--- src/rtl/act_seg_if.sv ---
// act_seg_if: control, sample, datapath and result bus of the activation controller
interface act_seg_if #(
  parameter int DATA_WIDTH  = 8,
  parameter int COE_A_WIDTH = 8,
  parameter int COE_B_WIDTH = 16,
  parameter int SEG_AW      = 3,
  parameter int LEN_WIDTH   = 16
);
  logic                               i_cfg_we;
  logic [SEG_AW-1:0]                  i_cfg_addr;
  logic [COE_A_WIDTH+COE_B_WIDTH-1:0] i_cfg_coe;
  logic [DATA_WIDTH-1:0]              i_cfg_bp;
  logic                               i_start;
  logic [LEN_WIDTH-1:0]               i_len;
  logic                               o_busy;
  logic                               o_done;
  logic                               i_dat_vld;
  logic                               o_dat_rdy;
  logic [DATA_WIDTH-1:0]              i_dat;
  logic [COE_A_WIDTH+COE_B_WIDTH-1:0] o_lin_coe;
  logic [DATA_WIDTH-1:0]              o_lin_dat;
  logic [2*DATA_WIDTH-1:0]            i_lin_result;
  logic                               o_res_vld;
  logic                               i_res_rdy;
  logic [2*DATA_WIDTH-1:0]            o_res_dat;
  modport master (
    output i_cfg_we, i_cfg_addr, i_cfg_coe, i_cfg_bp, i_start, i_len,
    output i_dat_vld, i_dat, i_lin_result, i_res_rdy,
    input  o_busy, o_done, o_dat_rdy, o_lin_coe, o_lin_dat, o_res_vld, o_res_dat
  );
  modport slave (
    input  i_cfg_we, i_cfg_addr, i_cfg_coe, i_cfg_bp, i_start, i_len,
    input  i_dat_vld, i_dat, i_lin_result, i_res_rdy,
    output o_busy, o_done, o_dat_rdy, o_lin_coe, o_lin_dat, o_res_vld, o_res_dat
  );
endinterface

--- src/rtl/act_seg_ctrl.sv ---
// act_seg_ctrl: piecewise-linear activation controller; selects a segment per sample,
// feeds the external a*x+b datapath and buffers its results in a credit-guarded FIFO.
module act_seg_ctrl #(
  parameter int DATA_WIDTH  = 8,
  parameter int COE_A_WIDTH = 8,
  parameter int COE_B_WIDTH = 16,
  parameter int SEG_AW      = 3,
  parameter int LEN_WIDTH   = 16,
  parameter int FIFO_DEPTH  = 4
) (
  input logic      i_clk,
  input logic      i_rst_n,
  act_seg_if.slave bus
);
  localparam int SEG_NUM = 1 << SEG_AW;
  localparam int CW      = COE_A_WIDTH + COE_B_WIDTH;
  localparam int RW      = 2 * DATA_WIDTH;
  localparam int AW      = $clog2(FIFO_DEPTH);
  localparam int NW      = AW + 1;
  typedef enum logic [1:0] {IDLE, RUN, DRAIN} state_t;
  state_t                             state_q, state_d;
  logic [SEG_NUM-1:0][CW-1:0]         coe_q, coe_d;
  logic [SEG_NUM-1:0][DATA_WIDTH-1:0] bp_q, bp_d;
  logic [FIFO_DEPTH-1:0][RW-1:0]      mem_q, mem_d;
  logic [LEN_WIDTH-1:0]               rem_q, rem_d;
  logic [NW-1:0]                      cnt_q, cnt_d;
  logic [AW-1:0]                      wr_q, wr_d, rd_q, rd_d;
  logic                               v1_q, v1_d, v2_q, v2_d, done_q, done_d;
  logic [CW-1:0]                      lin_coe_q, lin_coe_d;
  logic [DATA_WIDTH-1:0]              lin_dat_q, lin_dat_d;
  logic [SEG_AW-1:0]                  seg;
  logic [NW:0]                        credit;
  logic                               rdy, acc, pop;
  // Highest segment whose breakpoint is not above the sample; ties favour the higher index.
  always_comb begin
    seg = '0;
    for (int k = 0; k < SEG_NUM; k++)
      if ($signed(bp_q[k]) <= $signed(bus.i_dat)) seg = SEG_AW'(k);
  end
  // Results already in flight (v1, v2) hold reserved FIFO slots.
  assign credit = {1'b0, cnt_q} + {{NW{1'b0}}, v1_q} + {{NW{1'b0}}, v2_q};
  assign rdy    = (state_q == RUN) && (credit < (NW+1)'(FIFO_DEPTH));
  assign acc    = bus.i_dat_vld && rdy;
  assign pop    = (cnt_q != '0) && bus.i_res_rdy;
  always_comb begin
    state_d   = state_q;
    done_d    = 1'b0;
    v1_d      = acc;
    v2_d      = v1_q;
    lin_dat_d = acc ? bus.i_dat : lin_dat_q;
    lin_coe_d = acc ? coe_q[seg] : lin_coe_q;
    rem_d     = acc ? rem_q - LEN_WIDTH'(1) : rem_q;
    wr_d      = wr_q + AW'(v2_q);
    rd_d      = rd_q + AW'(pop);
    cnt_d     = cnt_q + NW'(v2_q) - NW'(pop);
    mem_d     = mem_q;
    coe_d     = coe_q;
    bp_d      = bp_q;
    if (v2_q) mem_d[wr_q] = bus.i_lin_result;
    if (state_q == IDLE && bus.i_cfg_we) begin
      coe_d[bus.i_cfg_addr] = bus.i_cfg_coe;
      bp_d[bus.i_cfg_addr]  = bus.i_cfg_bp;
    end
    case (state_q)
      IDLE: if (bus.i_start) begin
        if (bus.i_len != '0) begin
          state_d = RUN;
          rem_d   = bus.i_len;
        end else done_d = 1'b1;
      end
      RUN: if (acc && rem_q == LEN_WIDTH'(1)) state_d = DRAIN;
      // Leave on the edge that empties the pipe so o_done follows the last pop directly.
      DRAIN: if (!v1_q && cnt_d == '0) begin
        state_d = IDLE;
        done_d  = 1'b1;
      end
      default: state_d = IDLE;
    endcase
  end
  always_ff @(posedge i_clk or negedge i_rst_n)
    if (!i_rst_n) begin
      state_q   <= IDLE;
      coe_q     <= '0;
      bp_q      <= '0;
      mem_q     <= '0;
      rem_q     <= '0;
      cnt_q     <= '0;
      wr_q      <= '0;
      rd_q      <= '0;
      v1_q      <= 1'b0;
      v2_q      <= 1'b0;
      done_q    <= 1'b0;
      lin_coe_q <= '0;
      lin_dat_q <= '0;
    end else begin
      state_q   <= state_d;
      coe_q     <= coe_d;
      bp_q      <= bp_d;
      mem_q     <= mem_d;
      rem_q     <= rem_d;
      cnt_q     <= cnt_d;
      wr_q      <= wr_d;
      rd_q      <= rd_d;
      v1_q      <= v1_d;
      v2_q      <= v2_d;
      done_q    <= done_d;
      lin_coe_q <= lin_coe_d;
      lin_dat_q <= lin_dat_d;
    end
  assign bus.o_busy    = state_q != IDLE;
  assign bus.o_done    = done_q;
  assign bus.o_dat_rdy = rdy;
  assign bus.o_lin_coe = lin_coe_q;
  assign bus.o_lin_dat = lin_dat_q;
  assign bus.o_res_vld = cnt_q != '0;
  assign bus.o_res_dat = mem_q[rd_q];
endmodule

--- src/flat_wrapper.sv ---
// flat-port wrapper written by rule: the top's interface ports become plain ports
module act_seg_ctrl_flat 
#(
  parameter int DATA_WIDTH  = 8,
  parameter int COE_A_WIDTH = 8,
  parameter int COE_B_WIDTH = 16,
  parameter int SEG_AW      = 3,
  parameter int LEN_WIDTH   = 16,
  parameter int FIFO_DEPTH  = 4
)
  (i_clk, i_rst_n, bus_i_cfg_we, bus_i_cfg_addr, bus_i_cfg_coe, bus_i_cfg_bp, bus_i_start, bus_i_len, bus_i_dat_vld, bus_i_dat, bus_i_lin_result, bus_i_res_rdy, bus_o_busy, bus_o_done, bus_o_dat_rdy, bus_o_lin_coe, bus_o_lin_dat, bus_o_res_vld, bus_o_res_dat);
  act_seg_if #(.DATA_WIDTH(DATA_WIDTH), .COE_A_WIDTH(COE_A_WIDTH), .COE_B_WIDTH(COE_B_WIDTH), .SEG_AW(SEG_AW), .LEN_WIDTH(LEN_WIDTH)) bus_i ();
  input logic i_clk;
  input logic i_rst_n;
  input wire logic [$bits(bus_i.i_cfg_we)-1:0] bus_i_cfg_we;
  input wire logic [$bits(bus_i.i_cfg_addr)-1:0] bus_i_cfg_addr;
  input wire logic [$bits(bus_i.i_cfg_coe)-1:0] bus_i_cfg_coe;
  input wire logic [$bits(bus_i.i_cfg_bp)-1:0] bus_i_cfg_bp;
  input wire logic [$bits(bus_i.i_start)-1:0] bus_i_start;
  input wire logic [$bits(bus_i.i_len)-1:0] bus_i_len;
  input wire logic [$bits(bus_i.i_dat_vld)-1:0] bus_i_dat_vld;
  input wire logic [$bits(bus_i.i_dat)-1:0] bus_i_dat;
  input wire logic [$bits(bus_i.i_lin_result)-1:0] bus_i_lin_result;
  input wire logic [$bits(bus_i.i_res_rdy)-1:0] bus_i_res_rdy;
  output wire logic [$bits(bus_i.o_busy)-1:0] bus_o_busy;
  output wire logic [$bits(bus_i.o_done)-1:0] bus_o_done;
  output wire logic [$bits(bus_i.o_dat_rdy)-1:0] bus_o_dat_rdy;
  output wire logic [$bits(bus_i.o_lin_coe)-1:0] bus_o_lin_coe;
  output wire logic [$bits(bus_i.o_lin_dat)-1:0] bus_o_lin_dat;
  output wire logic [$bits(bus_i.o_res_vld)-1:0] bus_o_res_vld;
  output wire logic [$bits(bus_i.o_res_dat)-1:0] bus_o_res_dat;
  assign bus_i.i_cfg_we = bus_i_cfg_we;
  assign bus_i.i_cfg_addr = bus_i_cfg_addr;
  assign bus_i.i_cfg_coe = bus_i_cfg_coe;
  assign bus_i.i_cfg_bp = bus_i_cfg_bp;
  assign bus_i.i_start = bus_i_start;
  assign bus_i.i_len = bus_i_len;
  assign bus_i.i_dat_vld = bus_i_dat_vld;
  assign bus_i.i_dat = bus_i_dat;
  assign bus_i.i_lin_result = bus_i_lin_result;
  assign bus_i.i_res_rdy = bus_i_res_rdy;
  assign bus_o_busy = bus_i.o_busy;
  assign bus_o_done = bus_i.o_done;
  assign bus_o_dat_rdy = bus_i.o_dat_rdy;
  assign bus_o_lin_coe = bus_i.o_lin_coe;
  assign bus_o_lin_dat = bus_i.o_lin_dat;
  assign bus_o_res_vld = bus_i.o_res_vld;
  assign bus_o_res_dat = bus_i.o_res_dat;
  act_seg_ctrl #(.DATA_WIDTH(DATA_WIDTH), .COE_A_WIDTH(COE_A_WIDTH), .COE_B_WIDTH(COE_B_WIDTH), .SEG_AW(SEG_AW), .LEN_WIDTH(LEN_WIDTH), .FIFO_DEPTH(FIFO_DEPTH)) u_core (.i_clk(i_clk), .i_rst_n(i_rst_n), .bus(bus_i));
endmodule
--- config.mk ---
export PLATFORM = sky130hd
export DESIGN_NAME = act_seg_ctrl_flat
export DESIGN_NICKNAME = d
export VERILOG_FILES = /design/src/rtl/act_seg_if.sv /design/src/rtl/act_seg_ctrl.sv /design/src/flat_wrapper.sv
export SDC_FILE = /design/constraint.sdc
export NUM_CORES = 1
export LEC_CHECK = 0
export BUFFER_PORTS_ARGS = -buffer_cell sky130_fd_sc_hd__buf_2
export CORE_UTILIZATION = 60
export CTS_BUF_LIST = sky130_fd_sc_hd__clkbuf_16
export CTS_CLUSTER_SIZE = 25
export DETAILED_ROUTE_END_ITERATION = 8
export HOLD_SLACK_MARGIN = 0.1
export PLACE_DENSITY = 0.82
export REMOVE_ABC_BUFFERS = 1
export SLEW_MARGIN = 20
export SYNTH_ARGS = -nofsm -noshare
export SYNTH_HDL_FRONTEND = slang
export SYNTH_SLANG_ARGS = --single-unit
--- constraint.sdc ---
create_clock -name i_clk -period 5 [get_ports i_clk]
set_input_delay 0.5 -clock i_clk [delete_from_list [all_inputs] [get_ports i_clk]]
set_output_delay 0.5 -clock i_clk [all_outputs]
set_load 0.005 [all_outputs]
==> impl.org, run 1 <==
** Run status
- Result of the run :: completed

** STA
- Final setup TNS :: 0 ns
- The number of hold violations in the final report is 0.
- Slew at the pin closest to its max-slew limit :: ~1.0 ns
- Worst Slack Setup Final :: around 1.2 ns
- Highest clock frequency the design can meet :: around 260 MHz
- Setup violations remaining at the end of the flow were counted as 0.
- Counting I/O delays and the setup requirement, the final critical path takes 3.805 ns.
- The count of final max-slew check failures is 0.
- For the final database, setup skew stands at ~0.023 ns.
- The final critical path takes up around 76% of the cycle.
- Setup repair after global routing left no endpoint under its margin.
- The worst pin sits at a relative slew slack of 30.29%.

** CTS
- Clk Tree Root Cell :: sky130_fd_sc_hd__clkbuf_16
- CTS clock-pin slew for the worst setup and hold paths :: ~0.06 ns
- Clock tree sinks :: roughly 370
- Clock tree from TritonCTS :: yes
- The later pin in the worst-skew pair is clocked with a latency of about 0.53 ns.
- Post-CTS Setup Repair Bufs :: 0
- The H-tree generated during clock tree synthesis spans 2 levels.
- The longest clock path from root to sink contains 3 buffers.
- Clock buffer count from CTS :: 40

** Finish
- Compared with the post-synthesis result, the final layout area differs by 13.27%.
- Number of nets in the finished design :: between 1500 and 2000
- The post-route netlist has between 30% and 40% of its cells at a drive strength greater than 1.
- The finished cells cover approximately 0.02 mm2.

** Place
- Once detailed placement completed, the half-perimeter wirelength came to 24710 um.
- Input and output buffers added on the ports amount to 132.
- Before CTS, the worst setup slack after placement is around 0.83 ns.
- The placed instances occupy a cell area of about 0.019 mm2.
- The congestion estimate from routability-driven global placement came to around 0.88.

** Floorplan
- Boundary pin count :: 133
- Die Width :: 172.6 um
- Core Rows :: 62
- Chip height :: roughly 170 um
- Once the floorplan was initialized, standard cells occupied between 60% and 70% of the core.
- Die Area :: roughly 0.03 mm2
- The floorplan step defined a core boundary enclosing 0.02863 mm2.

** Global route
- The first global-routing pass estimated 64770 um of wire.
- Via count of the first global-routing pass :: ~12000
- For this run the aggregate overflow at the end of global routing stands at 0.
- Entering global routing, the biggest net connects 145 pins.
- Global Route Usage Sum :: a little over a quarter
- Antenna violations before repair :: 4

** Synthesis
- Xor/xnor share of the synthesized area :: 0.9033%
- Summing the areas of all fa, ha and maj instances in the mapped netlist gives under 10% of the synthesized area.
- In the synthesized netlist the async set-or-reset flop fraction comes to 100.0%.
- The synthesized netlist devotes under 10% of its cell area to simple gates.
- Multiplexer fraction of the synthesized cell area :: 25.69%
- The share of synthesized area in the top cell type comes to around 53%.
- Post-synth EDFFs :: 0
- For this run, the leading register cell type out of synthesis is sky130_fd_sc_hd__dfrtp_1.
- Gate Count Post-Synth :: between 1000 and 1500
- Dominant combinational cell family by area after synthesis :: multiplexers
- By area the synthesized netlist is led by sky130_fd_sc_hd__dfrtp_1, sky130_fd_sc_hd__mux2_2, sky130_fd_sc_hd__ha_1, sky130_fd_sc_hd__mux4_2, sky130_fd_sc_hd__nand2_1.
- Summed over all instances, the cell type with the most area after synthesis is sky130_fd_sc_hd__dfrtp_1.
- Synth cell types :: 57
- Flip-flop and latch count after synthesis :: ~370
- Averaged over all synthesized cells, the footprint is 13.17 um2.
- Sequential cells were found to cover 53.34% of the synthesized design area.
- Cell area after technology mapping :: 0.01745 mm2
- Summing the areas of all compound-gate instances in the mapped netlist gives just under 7% of the synthesized area.
- The Yosys step of the flow raised 0 warnings.

** Drt
- After detailed routing, the number of vias per cell comes to approximately 6.1.
- Dividing the detail-routed wire length by the instance count gives 21.31 um.
- The detail route stage leaves a number of antenna-violating nets equal to 0.
- Total number of vias :: approximately 11000
- Total length of routed wires :: 39760 um
- Residual DRC :: 0
- DRT iter0 DRCs :: 741
- For this run, the detailed router's first-pass iteration total came to 5.

** Setup path
- The critical path runs through a total of 9 cells.
- Among cell families on the critical path, the largest total delay comes from simple AND/OR/NAND/NOR gates.
- Critical path class :: flip-flop to flip-flop
- Worst path max stage delay :: between 0.6 and 0.7 ns
- Measured in cells, the most critical reg-to-reg path has a length of 9.
- STA classifies the critical path endpoint as a flip-flop.
- Worst path arrival time :: about 4.2 ns
- Data on the critical path is required at its endpoint by 5.38 ns.
- Master of the slowest instance on the critical path :: sky130_fd_sc_hd__nand3b_1
- Traced cell by cell, the critical path runs through ha_1 -> a21oi_1 -> or3_1 -> a211o_1 -> inv_1 -> and3_1 -> nand3b_1 -> o22ai_1 -> a211oi_1.
- Together, buffers and inverters on the worst path number 1.
- Largest driver fanout on the critical path :: 16
- Element type at the critical path start :: flip-flop

** Power
- Maximum vdd ir drop :: approximately 440 uV
- Power density over the cells :: between 600 and 700 mW/mm2
- Summed over all cells, the static leakage comes to between 0.009 and 0.01 uW.

** Run
- Max-cap violations in this run came to 0.

** Min path
- Cell depth of the worst hold path :: 2
- Hold crit path type :: primary input to flip-flop
-- area by class of cell --
| cell class | instances | area, um2 |
|---|---|---|
| Multi-Input combinational cell | 847 | 7734 |
| Tap cell | 384 | 480.5 |
| Clock buffer | 41 | 1026 |
| Fill cell | 2005 | 8856 |
| Sequential cell | 372 | 9310 |
| Clock inverter | 28 | 216.5 |
| Antenna cell | 3 | 7.507 |
| Timing Repair Buffer | 152 | 848.3 |
| Inverter | 39 | 146.4 |
-- registers in the layout, summed over array words and instances, names as in the netlist --
name and flops:
u_core.rem_q 16, u_core.state_q 2, u_core.v1_q 1, u_core.bus.o_lin_coe 24, u_core.v2_q 1, u_core.cnt_q 3, u_core.bus.o_done 1, u_core.bp_q 56
u_core.wr_q 2, u_core.bus.o_lin_dat 8, u_core.coe_q 192, u_core.mem_q 64, u_core.rd_q 2
-- stage by stage --
step | total power (uW) | instances | utilization [%] | hold WS [ns]
after floorplan | 8332 | 1258 | - | 0.2044
after global placement | 9682 | 1793 | 64.64 | 0.3927
after detailed placement | 9977 | 1793 | 64.64 | 0.3933
after CTS | 12870 | 1863 | 69.01 | 0.2242
after global routing | 13580 | 1865 | 69.05 | 0.2290
final | 12840 | 1866 | 69.06 | 0.2423
-- cell usage after synthesis, drive strengths merged, types with 3 or more instances --
library cell,n
ha,64
nor3,32
and3,5
o21ai,16
nand3b,4
mux4,16
o311a,8
mux2i,17
o21bai,3
o21a,3
o211a,9
xnor2,12
o22ai,17
dfrtp,372
nor3b,3
nor2,38
nor4,8
buf,31
o211ai,3
a211oi,20
nand3,13
a221oi,24
clkbuf,36
a21o,4
mux2,351
nand4,19
nand2b,4
a31oi,3
nand2,73
inv,39
xor2,6
nor2b,8
a21oi,43
-- where the power goes --
| group | internal [uW] | switching, uW | total [uW] |
|---|---|---|---|
| Clock | 1640 | 1180 | 2830 |
| Combinational | 2430 | 2340 | 4770 |
| Sequential | 4370 | 876 | 5240 |
-- kinds of logic after synthesis --
logic type	Yosys count
multiplexers	384
flip-flops	372
AND/OR/NAND/NOR	216
AO/OA/AOI/OAI	164
buffers and inverters	106
adder cells (fa/ha/maj)	65
XOR/XNOR	18
-- worst register-to-register path, cell delays in order, from the launching register on --
cell	delay, ns
sky130_fd_sc_hd__dfrtp_1	0.45
sky130_fd_sc_hd__ha_1	0.31
sky130_fd_sc_hd__a21oi_1	0.09
sky130_fd_sc_hd__or3_1	0.37
sky130_fd_sc_hd__a211o_1	0.37
sky130_fd_sc_hd__inv_1	0.57
sky130_fd_sc_hd__and3_1	0.36
sky130_fd_sc_hd__nand3b_1	0.66
sky130_fd_sc_hd__o22ai_1	0.41
sky130_fd_sc_hd__a211oi_1	0.07
-- routing by layer --
| layer | part of all wire (%) | GRT usage [%] | vias up |
|---|---|---|---|
| li1 | - | - | 5134 |
| met1 | 43 | 35.52 | 5783 |
| met2 | 49 | 46.14 | 341 |
| met3 | 4.9 | 4.639 | 82 |
| met4 | 2.9 | 10.42 | 0 |
| met5 | 0 | 0 | - |
-- layout by cell type (no fill, tap or decap), drive strengths merged, types with 9 or more instances in the layout --
cell type  netlist  final
dfrtp          372    372
mux2           351    351
buf             31    151
nand2           73     73
ha              64     64
a21oi           43     43
inv             39     43
clkbuf          36     41
nor2            38     38
nor3            32     32
a221oi          24     24
a211oi          20     20
nand4           19     19
clkinv           0     19
o22ai           17     17
mux2i           17     17
mux4            16     16
o21ai           16     16
nand3           13     13
xnor2           12     12
o211a            9      9
-- what timing repair did --
item	in CTS	in global routing
resized for setup	0	0
hold endpoints to repair	99	0
hold buffers	1	0
-- final timing paths --
path / from / slack (ns) / end
worst max-delay path: u_core.v2_q / 1.20 / u_core.bus.o_lin_coe[0]
worst min-delay path: bus_i_len[1] / 0.24 / u_core.rem_q[1]
worst max register to register: u_core.v2_q / 1.20 / u_core.bus.o_lin_coe[0]
worst min register to register: u_core.v1_q / 0.42 / u_core.v2_q
max in group asynchronous: i_rst_n / 3.11 / u_core.rd_q[0]
min in group asynchronous: i_rst_n / 0.60 / u_core.mem_q[21]
Power figures use the tool's default switching activity.
==> run 2, diff against run 1 <==
- clock period: 5 -> 3.8 ns (I/O delays scaled with it)
==> run 2 against run 1 <==
- power increased by 31%
- global-route usage increased by 1.2 points
- clock skew increased by 0.00062 ns
- highest routed layer unchanged
- combinational power increased by 35%
- first-iteration DRC count increased by 2.8%
- worst setup slack got worse by 0.81 ns
- critical path type unchanged
- largest cell class unchanged
- final cell count increased by 0.75%
==> impl.org, run 2 (synthesis gave the netlist of run 1 again) <==
** Setup path
- The endpoint identified for the worst register-to-register timing path is u_core.bus.o_lin_coe[14].
- Critical path buffer and inverter count :: 0
- The number of cells on the worst reg-to-reg path is 9.
- Cell type group with the largest total delay on the critical path :: compound AO/OA/AOI/OAI gates
- Most used cell along the critical path :: sky130_fd_sc_hd__or3b_1
- Master of the slowest instance on the critical path :: sky130_fd_sc_hd__o211a_4
- The critical path is of the flip-flop to flip-flop type.
- Number of stages on the worst setup path :: 9
- For the worst setup path, the data arrival time is approximately 3.8 ns.
- The largest single stage delay on the critical path is roughly 0.67 ns.
- Critical Path Sink Type :: flip-flop
- At the worst endpoint, the required time is 4.19 ns.
- Element type at the critical path start :: flip-flop
- The startpoint identified for the worst register-to-register timing path is u_core.bp_q[39].
- The worst register-to-register path has a setup slack of roughly 0.39 ns.
- Along the worst path, the maximum fanout reaches between 40 and 50.
- Critical path cell sequence :: ha_1 -> or3b_1 -> a21oi_1 -> a31oi_4 -> or3b_1 -> o211a_4 -> mux2_2 -> a221oi_1 -> nor3_1

** Power
- Static leakage :: roughly 0.0094 uW
- For this design the ratio of total power to cell area is about 850 mW/mm2.
- Power consumption :: between 15000 and 20000 uW
- Maximum vdd ir drop :: just under 500 uV

** Place
- Post-Place Cell Area :: roughly 0.019 mm2
- The congestion estimate from routability-driven global placement came to between 0.8 and 0.9.
- Half-perimeter wire length after detailed placement :: around 25000 um
- Placed instance count :: between 1500 and 2000
- During placement, the flow inserted port buffers numbering about 130.
- Setup slack after placement :: ~0.22 ns

** Floorplan
- Die Width :: around 170 um
- Placeable core region :: about 0.029 mm2
- Core Rows :: 62
- For this configuration, the core starts out at a cell density of 60.97%.
- Pin placement for this block handled 133 I/O pins.
- The die is approximately 170 um tall.
- The floorplan step defined a die boundary enclosing about 0.030 mm2.

** CTS
- For the worst-skew pair, the clock arrives at the later sink with an insertion delay of 0.54 ns.
- CTS built an H-tree with a depth of 2.
- After clock tree synthesis, the clock-pin slew on the worst setup and hold paths is 0.06 ns.
- Clock buffer count from CTS :: 39
- No sink is reached through more buffers than the 3 on the longest clock path.
- TritonCTS built the clock tree.
- Clock tree synthesis selected as its root buffer the cell sky130_fd_sc_hd__clkbuf_16.
- Clock tree sinks :: 372

** STA
- The clock arrives with between 0.02 and 0.025 ns of skew.
- Setup violations remaining at the end of the flow were counted as 0.
- Final clock period utilization by the worst path :: 89.85%
- Final min period :: around 3.4 ns
- For the pin with the worst max-slew slack, the measured transition is roughly 1.1 ns.
- Highest clock frequency the design can meet :: 292.9 MHz
- The count of final max-slew check failures is 0.
- The number of hold violations in the final report was 0.
- Across all setup checks in the final design, the least slack found is 0.3856 ns.
- In this run the tightest slew margin relative to its limit is roughly 28%.
- Unrepaired setup endpoints after global routing :: no

** Drt
- After detailed routing, the number of remaining DRC violations is 0.
- Once detail routing completed, the nets flagged for antenna violations numbered 0.
- Across all layers, the routed design uses between 10000 and 15000 vias.
- For this block, the initial DRC count from the detailed router was 762.
- Total length of routed wires :: 41060 um
- Dividing the detail-routed wire length by the instance count gives approximately 22 um.
- Routed vias/inst :: between 6 and 7
- Number of iterations in the first detailed-routing pass :: 6

** Global route
- Entering global routing, the biggest net connects between 100 and 150 pins.
- met2 is the most crowded layer.
- For met1 alone, demand over resource in global routing was between 30% and 40%.
- For met2 alone, demand over resource in global routing was about 48%.
- The total overflow left after global routing is 0.
- The first global-routing pass estimated roughly 68000 um of wire.
- Met3 routing resource usage after global routing :: under 10%
- Via count of the first global-routing pass :: around 13000
- Across every metal layer, demand over resource in global routing totals ~29%.
- Antenna violations before repair :: 2

** Finish
- Compared with the post-synthesis result, the final layout area differs by 13.50%.
- Commonest non-fill, non-tap cell in the layout :: sky130_fd_sc_hd__dfrtp_1
- Once layout is complete, the cells apart from fillers number approximately 1900.
- Share of the core filled with cells :: about 70%
- The register with the most flip-flops in the layout has between 150 and 200 of them.
- Largest Register :: u_core.coe_q
- The top cell types in the final layout, fill and taps aside, are sky130_fd_sc_hd__dfrtp_1, sky130_fd_sc_hd__mux2_2, sky130_fd_sc_hd__buf_2.
- In the final design database the tool counted 1610 nets.
- Final design area excluding fillers :: between 0.015 and 0.02 mm2
- The post-route netlist has about two fifths of its cells at a drive strength greater than 1.
- Top flop regs :: u_core.coe_q: 192 flops, u_core.mem_q: 64 flops, u_core.bp_q: 56 flops

** Min path
- In this run the most critical hold path is launched from bus_i_len[10].
- Endpoint of the worst hold path :: u_core.rem_q[10]
- Cell depth of the worst hold path :: 3
- The worst hold path belongs to the class primary input to flip-flop.

** Run
- Across the run, the number of max-cap violations was 0.

** Run status
- Result of the run :: completed
[run 2: changes by cell type in the layout (fill, tap and decap cells not counted), sizes merged]
| cell | before | now |
|---|---|---|
| bufinv | 3 | 2 |
| buf | 151 | 164 |
| clkinvlp | 2 | 1 |
| clkbuf | 41 | 39 |
| clkinv | 19 | 17 |
| inv | 43 | 51 |
| diode | 3 | 2 |
[run 2: final cells by class]
class	instances	area, um2
Antenna cell	2	5.005
Clock buffer	39	975.9
Clock inverter	32	198.9
Fill cell	1984	8816
Inverter	39	146.4
Multi-Input combinational cell	847	7734
Sequential cell	372	9310
Tap cell	384	480.5
Timing Repair Buffer	165	958.4
[run 2: how the worst max path moves through the flow]
| stage | startpoint | to | slack [ns] |
|---|---|---|---|
| 2_1_floorplan | bus_i_dat[7] | u_core.bus.o_lin_coe[0] | -0.24 |
| 3_3_place_gp | bus_i_dat[5] | u_core.bus.o_lin_coe[5] | 0.31 |
| 3_5_place_dp | bus_i_dat[5] | u_core.bus.o_lin_coe[14] | 0.22 |
| 4_1_cts | u_core.bp_q[39] | u_core.bus.o_lin_coe[6] | 0.45 |
| 5_1_grt | u_core.bp_q[21] | u_core.bus.o_lin_coe[6] | 0.17 |
| 6_report | u_core.bp_q[39] | u_core.bus.o_lin_coe[14] | 0.39 |
[run 2: timing repair]
| item | 4_1_cts | 5_1_grt |
|---|---|---|
| resized for setup | 0 | 0 |
| setup buffers | 0 | 0 |
| hold buffers | 1 | 0 |
| endpoints found under the hold margin | 109 | 0 |
[run 2: worst reg2reg max path: cells and delay by family, from the launching register on]
kind / cells / cell delay (ns)
muxes: 1 / 0.47
and+or+nand+nor: 3 / 0.71
AOI/OAI and AO/OA: 4 / 1.41
adders and majority gates: 1 / 0.30
DFF: 1 / 0.38
[run 2: through the flow]
stage          setup TNS, ns  hold WS (ns)
2_1_floorplan         -4.572       0.08441
3_3_place_gp               0        0.3925
3_5_place_dp               0        0.3941
4_1_cts                    0        0.1083
5_1_grt                    0        0.1174
6_report                   0        0.1151
[run 2: power by group]
part	switching [uW]	internal, uW	leakage [uW]
Sequential	1160	5750	0.00471
Combinational	3150	3270	0.00410
Clock	1560	2010	0.000611
Total	5870	11000	0.00942
[run 2: layer usage]
layer / part of all wire (%) / vias to the layer above
li1: - / 5147
met1: 43 / 5993
met2: 49 / 389
met3: 4.9 / 100
met4: 2.8 / 0
met5: 0 / -
==> run 3, diff against run 2 <==
- GPL_ROUTABILITY_DRIVEN: default -> 1
- RECOVER_POWER: default -> 25
==> run 3 against run 2 <==
- the flow now finishes with violations (capacitance limit, slew limit)
- sequential power hardly changed
- power is 0.15% lower
- worst hold slack better by 0.00085 ns
- global-route usage stayed put
- critical path depth stayed put
- register-to-register slack better by 0.02 ns
- wire length is 0.13% lower
- clock-buffer cell count stayed put
- clock power hardly changed
- worst setup slack better by 0.015 ns
- sequential share of layout area is 0.074 points higher
- via count is 0.15% higher
- critical path type unchanged
- critical endpoint unchanged
- highest routed layer unchanged
==> impl.org, run 3 (synthesis gave the netlist of run 1 again) <==
** CTS
- Clock-pin slew was measured on the worst setup and hold paths at ~0.06 ns.
- Maximum buffer depth of the clock tree :: 3
- The tree built by TritonCTS fans out to about 370 sinks.
- The cell sitting at the root of the clock tree is a sky130_fd_sc_hd__clkbuf_16.
- CTS built an H-tree with a depth of 2.
- TritonCTS built the clock tree.
- Buffers inserted during clock tree synthesis total 39.
- Post-CTS resize count :: 0
- Later-pin clock latency in the skew report :: around 0.54 ns

** STA
- Setup repair after global routing left no endpoint under its margin.
- Worst-case hold slack :: ~0.12 ns
- For this run, the top clock speed supported by timing is 294.2 MHz.
- Setup violations remaining at the end of the flow were counted as 0.
- For the finished layout, the period the worst path requires is approximately 3.4 ns.
- In the final timing run, aggregate negative setup slack is 0 ns.
- Final number of max-transition violations :: around 110
- Measured against its own limit, the worst slew margin works out to -98.79%.
- Post-route clock skew :: between 0.02 and 0.025 ns
- The worst path uses between 80% and 90% of the clock period.
- Slew at the pin closest to its max-slew limit :: 2.982 ns
- Final Hold Fails :: 0

** Global route
- First-pass GRT wire length :: between 60000 and 70000 um
- Global Route Usage Sum :: between 20% and 30%
- The total overflow left after global routing is 0.
- Entering global routing, the biggest net connects 115 pins.
- The number of global-route vias before repair came to 12580.
- The number of antenna violations at the first check in global routing is 2.

** Power
- In this run switching power makes up between 30% and 40% of total power.
- Per report_power, the sequential group accounts for between 40% and 50% of the total.
- Static leakage :: 0.009369 uW
- Internal portion of total power :: approximately 11000 uW
- In this run the power spent charging and discharging nets is between 5000 and 6000 uW.
- Maximum vdd ir drop :: approximately 490 uV
- For this design the ratio of total power to cell area is roughly 850 mW/mm2.
- Power share of the clock group :: 21.2%
- Logic pwr share :: roughly 38%

** Setup path
- Worst Reg-to-Reg Cells :: 9
- Worst path arrival time :: roughly 3.8 ns
- The critical path is of the flip-flop to flip-flop type.
- In this run the worst path has a maximum fanout of slightly below 50.
- Critical Path Sink Type :: flip-flop
- Worst EP required :: around 4.2 ns
- Reg-to-reg startpoint :: u_core.bp_q[39]
- In this run the register-to-register setup slack is 0.40 ns.
- STA classifies the critical path startpoint as a flip-flop.
- The worst register-to-register path ends at u_core.bus.o_lin_coe[14].

** Floorplan
- Die Width :: 172.6 um
- Initial core utilization :: between 60 and 70%
- In this run the standard cell core region covers between 0.02 and 0.03 mm2.
- Die Area :: between 0.02 and 0.03 mm2
- In this run the core area contains 62 standard-cell rows.
- Boundary pin count :: 133
- The die is about 170 um tall.

** Min path
- The tightest min-delay check is of the primary input to flip-flop type.
- For hold timing, the worst endpoint is u_core.rem_q[10].
- Cell depth of the worst hold path :: 3
- HP Start :: bus_i_len[10]

** Place
- Final weighted congestion in routability-driven placement :: 0.8558
- Buffers added on ports :: ~130
- Half-perimeter wire length after detailed placement :: roughly 25000 um

** Finish
- Area growth from synthesis to final layout :: 13.32%
- Largest Register :: u_core.coe_q
- In the final layout, the share of cells above drive strength 1 is between 30% and 40%.
- Filler Cells Inserted :: 1992
- Number of flip-flops under the largest register name :: about 190
- Top flop regs :: u_core.coe_q: 192 flops, u_core.mem_q: 64 flops, u_core.bp_q: 56 flops
- After the last flow step, the layout net total stands at 1610.
- Commonest non-fill, non-tap cell in the layout :: sky130_fd_sc_hd__dfrtp_1
- Most frequent cells in the layout :: sky130_fd_sc_hd__dfrtp_1, sky130_fd_sc_hd__mux2_2, sky130_fd_sc_hd__buf_2

** Drt
- Total length of routed wires :: roughly 41000 um
- Residual DRC :: 0
- The detailed router placed ~12000 vias in this run.
- Number of iterations in the first detailed-routing pass :: 5
- Wire per inst :: ~22 um
- Once detail routing completed, the nets flagged for antenna violations numbered 0.
- DRT iter0 DRCs :: about 740
- Routed vias/inst :: 6.192

** Run
- Maximum capacitance violations :: 1

** Run status
- Failing checks :: capacitance limit, slew limit
- The run finished, with violations left.
## run 3: cell type report
cell class | count | area, um2 | share of cell area [%]
Timing Repair Buffer | 165 | 929.6 | 4.700
Tap cell | 384 | 480.5 | 2.429
Multi-Input combinational cell | 847 | 7729 | 39.08
Sequential cell | 372 | 9310 | 47.07
Clock buffer | 39 | 975.9 | 4.935
Inverter | 39 | 146.4 | 0.7402
Antenna cell | 3 | 7.507 | 0.03796
Clock inverter | 32 | 198.9 | 1.006
## run 3: worst max-delay path by stage
stage                                from                        to  slack (ns)  cells after the start
final                     u_core.bp_q[39]  u_core.bus.o_lin_coe[14]        0.40                      9
after global routing              i_rst_n         u_core.coe_q[157]        0.12                      2
after CTS                 u_core.bp_q[39]   u_core.bus.o_lin_coe[6]        0.45                     10
after detailed placement     bus_i_dat[5]  u_core.bus.o_lin_coe[14]        0.22                     11
after global placement       bus_i_dat[5]   u_core.bus.o_lin_coe[5]        0.31                     12
after floorplan              bus_i_dat[7]   u_core.bus.o_lin_coe[0]       -0.24                     10
## run 3: worst max-delay path, stage by stage (launching register included)
cell	delay, ns
sky130_fd_sc_hd__dfrtp_1	0.38
sky130_fd_sc_hd__ha_1	0.30
sky130_fd_sc_hd__or3b_1	0.39
sky130_fd_sc_hd__a21oi_1	0.23
sky130_fd_sc_hd__a31oi_4	0.16
sky130_fd_sc_hd__or3b_1	0.21
sky130_fd_sc_hd__o211a_4	0.67
sky130_fd_sc_hd__mux2_2	0.41
sky130_fd_sc_hd__a221oi_1	0.36
sky130_fd_sc_hd__nor3_1	0.10
## run 3: through the flow
step / area (um2) / std cells / util, % / setup WS, ns / power [uW]
floorplan: 17160 / 1258 / - / -0.2415 / 10960
global placement: 18610 / 1806 / 65.02 / 0.3086 / 12840
detailed placement: 18610 / 1806 / 65.02 / 0.2156 / 13240
CTS: 19800 / 1878 / 69.16 / 0.4473 / 16870
global route: 19770 / 1879 / 69.08 / 0.1204 / 17840
finish: 19780 / 1881 / 69.09 / 0.4007 / 16860
## run 3: layer usage
layer	part of all wire, %	global-route usage [%]	vias to the layer above	wire, um
li1	-	-	5159	-
met1	43	38.31	6010	17490
met2	49	47.87	378	20170
met3	5.3	4.002	100	2161
met4	2.9	10.08	0	1188
met5	0	0	-	0
## run 3: power groups by stage
stage | sequential, uW | clock [uW] | combinational (uW)
final | 6900 | 3570 | 6400
after CTS | 6860 | 3610 | 6390
after floorplan | 6520 | 0 | 4440
after global routing | 7100 | 3770 | 6970
after detailed placement | 6900 | 0 | 6350
after global placement | 6780 | 0 | 6060
## run 3: repair_timing
item | 4_1_cts | 5_1_grt
endpoints found under the setup margin | 0 | 0
hold endpoints to repair | 109 | 0
hold buffers | 1 | 0
buffers inserted | 0 | 0
